### config.mk
export PLATFORM = sky130hd
export DESIGN_NAME = q_serializer_flat
export DESIGN_NICKNAME = d
export VERILOG_FILES = /design/src/rtl/q_serializer_if.sv /design/src/rtl/q_serializer.sv /design/src/flat_wrapper.sv
export SDC_FILE = /design/constraint.sdc
export NUM_CORES = 1
export LEC_CHECK = 0
export ABC_AREA = 1
export CAP_MARGIN = 5
export CORE_UTILIZATION = 52
export DETAILED_ROUTE_END_ITERATION = 10
export HOLD_SLACK_MARGIN = 0.12
export MAX_ROUTING_LAYER = met4
export PLACE_DENSITY = 0.76
export SYNTH_ARGS = -nofsm -noshare
export SYNTH_HDL_FRONTEND = slang
export SYNTH_SLANG_ARGS = --single-unit
export TNS_END_PERCENT = 50
### constraint.sdc
create_clock -name clk -period 2.1 [get_ports clk]
set_input_delay 0.21 -clock clk [delete_from_list [all_inputs] [get_ports clk]]
set_output_delay 0.21 -clock clk [all_outputs]
set_load 0.1 [all_outputs]
### src/rtl/q_serializer_if.sv
// Handshake bundle for q_serializer: frame request and charge in, pulse stream and status out.
interface q_serializer_if #(
  parameter int BUS_WIDTH = 10
);
  logic                 start;
  logic [BUS_WIDTH-1:0] q_value;
  logic                 q_serialized;
  logic                 busy;
  logic                 done;
  logic [BUS_WIDTH-1:0] pulses_sent;

  modport master (
    output start, q_value,
    input  q_serialized, busy, done, pulses_sent
  );

  modport slave (
    input  start, q_value,
    output q_serialized, busy, done, pulses_sent
  );
endinterface

### src/rtl/q_serializer.sv
// Charge-to-pulse serializer: emits floor(q_value / Q_PER_PULSE) fixed-width pulses, then a quiet tail.
// state | meaning
// IDLE  | waiting for start    HIGH | pulse high phase    LOW | inter-pulse gap
// TAIL  | frame closing quiet  DONE | one-cycle completion strobe
module q_serializer #(
  parameter int BUS_WIDTH      = 10,
  parameter int Q_PER_PULSE    = 30,
  parameter int PULSE_DURATION = 3,
  parameter int GAP_DURATION   = 3,
  parameter int TAIL_DURATION  = 8
) (
  input logic            clk,
  input logic            rst,
  q_serializer_if.slave  bus
);

  localparam int MAX_PG  = (PULSE_DURATION > GAP_DURATION) ? PULSE_DURATION : GAP_DURATION;
  localparam int MAX_DUR = (MAX_PG > TAIL_DURATION) ? MAX_PG : TAIL_DURATION;
  localparam int CNT_W   = $clog2(MAX_DUR + 1);

  localparam logic [BUS_WIDTH-1:0] Q_STEP     = BUS_WIDTH'(Q_PER_PULSE);
  localparam logic [CNT_W-1:0]     PULSE_LOAD = CNT_W'(PULSE_DURATION - 1);
  localparam logic [CNT_W-1:0]     GAP_LOAD   = CNT_W'(GAP_DURATION - 1);
  localparam logic [CNT_W-1:0]     TAIL_LOAD  = CNT_W'(TAIL_DURATION - 1);

  typedef enum logic [2:0] {IDLE, HIGH, LOW, TAIL, DONE} state_t;

  state_t               state, state_next;
  logic [CNT_W-1:0]     cnt, cnt_next;
  logic [BUS_WIDTH-1:0] residual, residual_next;
  logic [BUS_WIDTH-1:0] pulses, pulses_next;
  logic                 q_ser_r, busy_r, done_r;

  always_ff @(posedge clk or posedge rst) begin
    if (rst) begin
      state    <= IDLE;
      cnt      <= '0;
      residual <= '0;
      pulses   <= '0;
      q_ser_r  <= 1'b0;
      busy_r   <= 1'b0;
      done_r   <= 1'b0;
    end else begin
      state    <= state_next;
      cnt      <= cnt_next;
      residual <= residual_next;
      pulses   <= pulses_next;
      // outputs decoded from the next state so they change on the same edge as the FSM
      q_ser_r  <= (state_next == HIGH);
      busy_r   <= (state_next == HIGH) || (state_next == LOW) || (state_next == TAIL);
      done_r   <= (state_next == DONE);
    end
  end

  always_comb begin
    state_next    = state;
    cnt_next      = cnt;
    residual_next = residual;
    pulses_next   = pulses;
    unique case (state)
      IDLE: begin
        if (bus.start) begin
          pulses_next = '0;
          if (bus.q_value >= Q_STEP) begin
            state_next    = HIGH;
            residual_next = bus.q_value - Q_STEP;
            cnt_next      = PULSE_LOAD;
          end else begin
            state_next    = TAIL;
            residual_next = bus.q_value;
            cnt_next      = TAIL_LOAD;
          end
        end
      end
      HIGH: begin
        if (cnt == '0) begin
          state_next  = LOW;
          cnt_next    = GAP_LOAD;
          pulses_next = pulses + BUS_WIDTH'(1);
        end else begin
          cnt_next = cnt - CNT_W'(1);
        end
      end
      LOW: begin
        if (cnt == '0) begin
          if (residual >= Q_STEP) begin
            state_next    = HIGH;
            residual_next = residual - Q_STEP;
            cnt_next      = PULSE_LOAD;
          end else begin
            state_next = TAIL;
            cnt_next   = TAIL_LOAD;
          end
        end else begin
          cnt_next = cnt - CNT_W'(1);
        end
      end
      TAIL: begin
        if (cnt == '0) begin
          state_next = DONE;
        end else begin
          cnt_next = cnt - CNT_W'(1);
        end
      end
      DONE: begin
        state_next = IDLE;
      end
      default: begin
        state_next = IDLE;
      end
    endcase
  end

  assign bus.q_serialized = q_ser_r;
  assign bus.busy         = busy_r;
  assign bus.done         = done_r;
  assign bus.pulses_sent  = pulses;

endmodule

### src/flat_wrapper.sv
// flat-port wrapper written by rule: the top's interface ports become plain ports
module q_serializer_flat 
#(
  parameter int BUS_WIDTH      = 10,
  parameter int Q_PER_PULSE    = 30,
  parameter int PULSE_DURATION = 3,
  parameter int GAP_DURATION   = 3,
  parameter int TAIL_DURATION  = 8
)
  (clk, rst, bus_start, bus_q_value, bus_q_serialized, bus_busy, bus_done, bus_pulses_sent);
  q_serializer_if #(.BUS_WIDTH(BUS_WIDTH)) bus_i ();
  input logic clk;
  input logic rst;
  input wire logic [$bits(bus_i.start)-1:0] bus_start;
  input wire logic [$bits(bus_i.q_value)-1:0] bus_q_value;
  output wire logic [$bits(bus_i.q_serialized)-1:0] bus_q_serialized;
  output wire logic [$bits(bus_i.busy)-1:0] bus_busy;
  output wire logic [$bits(bus_i.done)-1:0] bus_done;
  output wire logic [$bits(bus_i.pulses_sent)-1:0] bus_pulses_sent;
  assign bus_i.start = bus_start;
  assign bus_i.q_value = bus_q_value;
  assign bus_q_serialized = bus_i.q_serialized;
  assign bus_busy = bus_i.busy;
  assign bus_done = bus_i.done;
  assign bus_pulses_sent = bus_i.pulses_sent;
  q_serializer #(.BUS_WIDTH(BUS_WIDTH), .Q_PER_PULSE(Q_PER_PULSE), .PULSE_DURATION(PULSE_DURATION), .GAP_DURATION(GAP_DURATION), .TAIL_DURATION(TAIL_DURATION)) u_core (.clk(clk), .rst(rst), .bus(bus_i));
endmodule
==> flow_metrics.tcl <==
set metrics [dict create \
    synth.distinct_cells 29 \
    cts_buffer_depth 2 \
    nNetsFinal 335 \
    tns_ns 0 \
    initial_core_util 0.549 \
    synthCells 286 \
    worst_slew_pin_slew_ns 0.452 \
    die_y_um 64.4 \
    rsz0062_at_grt "no" \
    worstPathMaxFanout 15 \
    drt-vias-per-instance 5.13 \
    ant_nets 0 \
    avgSynthCellArea_um2 7.07 \
    root_buffer "clkbuf_8" \
    setup_violations 0 \
    max_cap_viol_count 0 \
    layout-drive-gt1-share 0.138 \
    p_leak_nw 1.21 \
    clkTransAtPathRegs_ns 0.06 \
    drt_wl_total_mm 3.99 \
    ys_warn_count 0 \
    ys_seq_elements 29 \
    cts_setup_buffers 0 \
    die_area_um2 4140 \
    hp-class "in2async" \
    rows 22 \
    vdd_drop_max_uv 226 \
    fmax_mhz 616 \
    register_area_um2 726 \
    drc 0 \
    cp-end-kind "register" \
    coreArea_um2 3690 \
    gp_congestion 0.793 \
    multiInputGateArea_um2 1120 \
    min_period_over_period 0.774 \
    period_needed_ns 1.62 \
    die_w_um 64.4 \
    grt_antenna_before_repair 0 \
    post-place-ws_ns 0.309 \
    grt_max_degree 30 \
    area_growth_pct 17.3 \
    grt_pass1_vias 1736 \
    netlist_area_um2 2020 \
    cts_resized 0 \
    dp_hpwl_mm 3.04 \
    h-tree-depth 2 \
    synth_fp_nets 304 \
    seq_area_frac_synth 0.359 \
    globalRouteTotalUtil 0.233 \
    fillers 354 \
    cp-start-kind "register" \
    first_pass_iters 4 \
    routedWlPerCell_um 10.9 \
    crit_required_ns 2.27 \
    io_pins 26 \
    dr_total_vias 1877 \
    grt_overflow 0 \
    cts_hold_buf 0 \
    clk_latency_ns 0.29 \
    clock-sinks 29 \
    port_buffers 24 \
    finalHoldViolations 0 \
    critPathKind "reg2reg" \
    diodes 0 \
    grt_pass1_wl_mm 7.31 \
    worstPathArrival_ns 1.80 \
    finalPower_mw 1.08 \
    drt_iter0_drc 128 \
    final_max_slew_viol_count 0 \
    slew_headroom 0.697 \
    power_density_nw_per_um2 456 \
    finalClockSkew_ns 0.00432 \
    cts_made_buffers 5 \
    status "complete, no violations" \
    fin_ws_ns 0.476 \
    cts_tree "yes" \
]
## power by group
group / internal (mW) / switching [mW] / total [mW]
clock: 0.229 / 0.221 / 0.450
combinational: 0.0322 / 0.0393 / 0.0715
sequential: 0.559 / 0 / 0.559
total: 0.820 / 0.261 / 1.08
## cell usage in the layout (no fill, tap or decap), drive strengths merged, types with 2 or more instances in the layout
| master | n |
|---|---|
| nand4 | 11 |
| clkbuf | 6 |
| dfrtp | 29 |
| clkinv | 2 |
| nand3 | 32 |
| xor2 | 7 |
| nor2 | 50 |
| buf | 15 |
| inv | 41 |
| ha | 5 |
| nor3 | 5 |
| nand2 | 64 |
| or2 | 2 |
| o21a | 2 |
| a21oi | 19 |
| o21ai | 12 |
| clkdlybuf4s50 | 11 |
## sequential cells by signal, summed over array words and instances, names as in the netlist
| name | flops |
|---|---|
| u_core.bus.done | 1 |
| u_core.bus.pulses_sent | 10 |
| u_core.bus.busy | 1 |
| u_core.bus.q_serialized | 1 |
| u_core.cnt | 4 |
| u_core.residual | 9 |
| u_core.state | 3 |
## final timing paths
| check | slack [ns] | depth (start not counted) | end | startpoint |
|---|---|---|---|---|
| worst max-delay path | 0.48 | 9 | u_core.bus.pulses_sent[2]$_DFFE_PP0P_ | u_core.cnt[0]$_DFFE_PP0P_ |
| worst min-delay path | 0.29 | 3 | u_core.residual[2]$_DFFE_PP0P_ | rst |
| worst max register to register | 0.48 | 9 | u_core.bus.pulses_sent[2]$_DFFE_PP0P_ | u_core.cnt[0]$_DFFE_PP0P_ |
| min in group clk | 0.55 | 2 | u_core.cnt[0]$_DFFE_PP0P_ | u_core.cnt[0]$_DFFE_PP0P_ |
| worst min register to register | 0.55 | 2 | u_core.cnt[0]$_DFFE_PP0P_ | u_core.cnt[0]$_DFFE_PP0P_ |
| max in group asynchronous | 1.53 | 3 | u_core.cnt[3]$_DFFE_PP0P_ | rst |
## Yosys cell counts
master / count / area share
inv_2: 3 / 0.0056
nor3_4: 1 / 0.0080
or2_2: 2 / 0.0062
nand2_1: 58 / 0.11
nand4_1: 11 / 0.034
nor3_1: 4 / 0.0099
nand3_2: 4 / 0.020
o31ai_1: 1 / 0.0037
nand2_2: 3 / 0.0093
nor3b_1: 1 / 0.0037
and3_1: 1 / 0.0031
o21ai_4: 1 / 0.0080
a21oi_1: 19 / 0.047
a31oi_1: 1 / 0.0031
inv_4: 1 / 0.0031
o21a_1: 2 / 0.0074
o21ai_1: 2 / 0.0049
nor2_4: 4 / 0.022
buf_6: 1 / 0.0056
nor2_1: 46 / 0.085
dfrtp_1: 29 / 0.36
nand2_4: 3 / 0.017
o21ai_0: 9 / 0.022
buf_2: 1 / 0.0025
o22ai_1: 1 / 0.0031
inv_1: 37 / 0.069
xor2_1: 7 / 0.030
nand3_1: 28 / 0.069
ha_1: 5 / 0.031
## per-layer routing
metal / vias up / GRT usage / routed length [um]
li1: 991 / - / -
met1: 848 / 0.276 / 1880
met2: 32 / 0.386 / 1910
met3: 6 / 0.0482 / 137
met4: 0 / 0.0917 / 64
met5: - / - / 0
## final cells by class
cell class | instances | share of cell area
clock inverters | 2 | 0.00422
well taps | 48 | 0.0253
repair buffers | 26 | 0.0939
inverters | 41 | 0.0659
clock buffers | 6 | 0.0306
multi-input cells | 214 | 0.474
flip-flops and latches | 29 | 0.306
## critical path, stage by stage, from the launching register on
cell     delay, ns
dfrtp_1       0.38
inv_1         0.11
ha_1          0.17
nand3_2       0.08
inv_1         0.18
nand2_2       0.12
nand2_4       0.17
nand2_1       0.08
o21ai_0       0.15
a21oi_1       0.06
## through the flow
stage	hold slack, ns	utilization	instance area (um2)	cells
6_report	0.293	0.643	2370	366
5_1_grt	0.339	0.643	2370	366
4_1_cts	0.310	0.643	2370	366
3_5_place_dp	0.541	0.621	2290	358
3_3_place_gp	0.524	0.621	2290	358
2_1_floorplan	0.288	-	2020	286
## cells by family (layout without fill, tap and decap cells)
kind of cell | Yosys count | count (layout) | share of synthesized area
xor gates and xnor gates | 7 | 7 | 0.0303
buffers and inverters | 43 | 75 | 0.0853
AOI/OAI and AO/OA | 36 | 36 | 0.0996
DFF | 29 | 29 | 0.359
adders and majority gates | 5 | 5 | 0.0309
and+or+nand+nor | 166 | 166 | 0.395
Note: power is estimated with default switching activity, not from simulation.
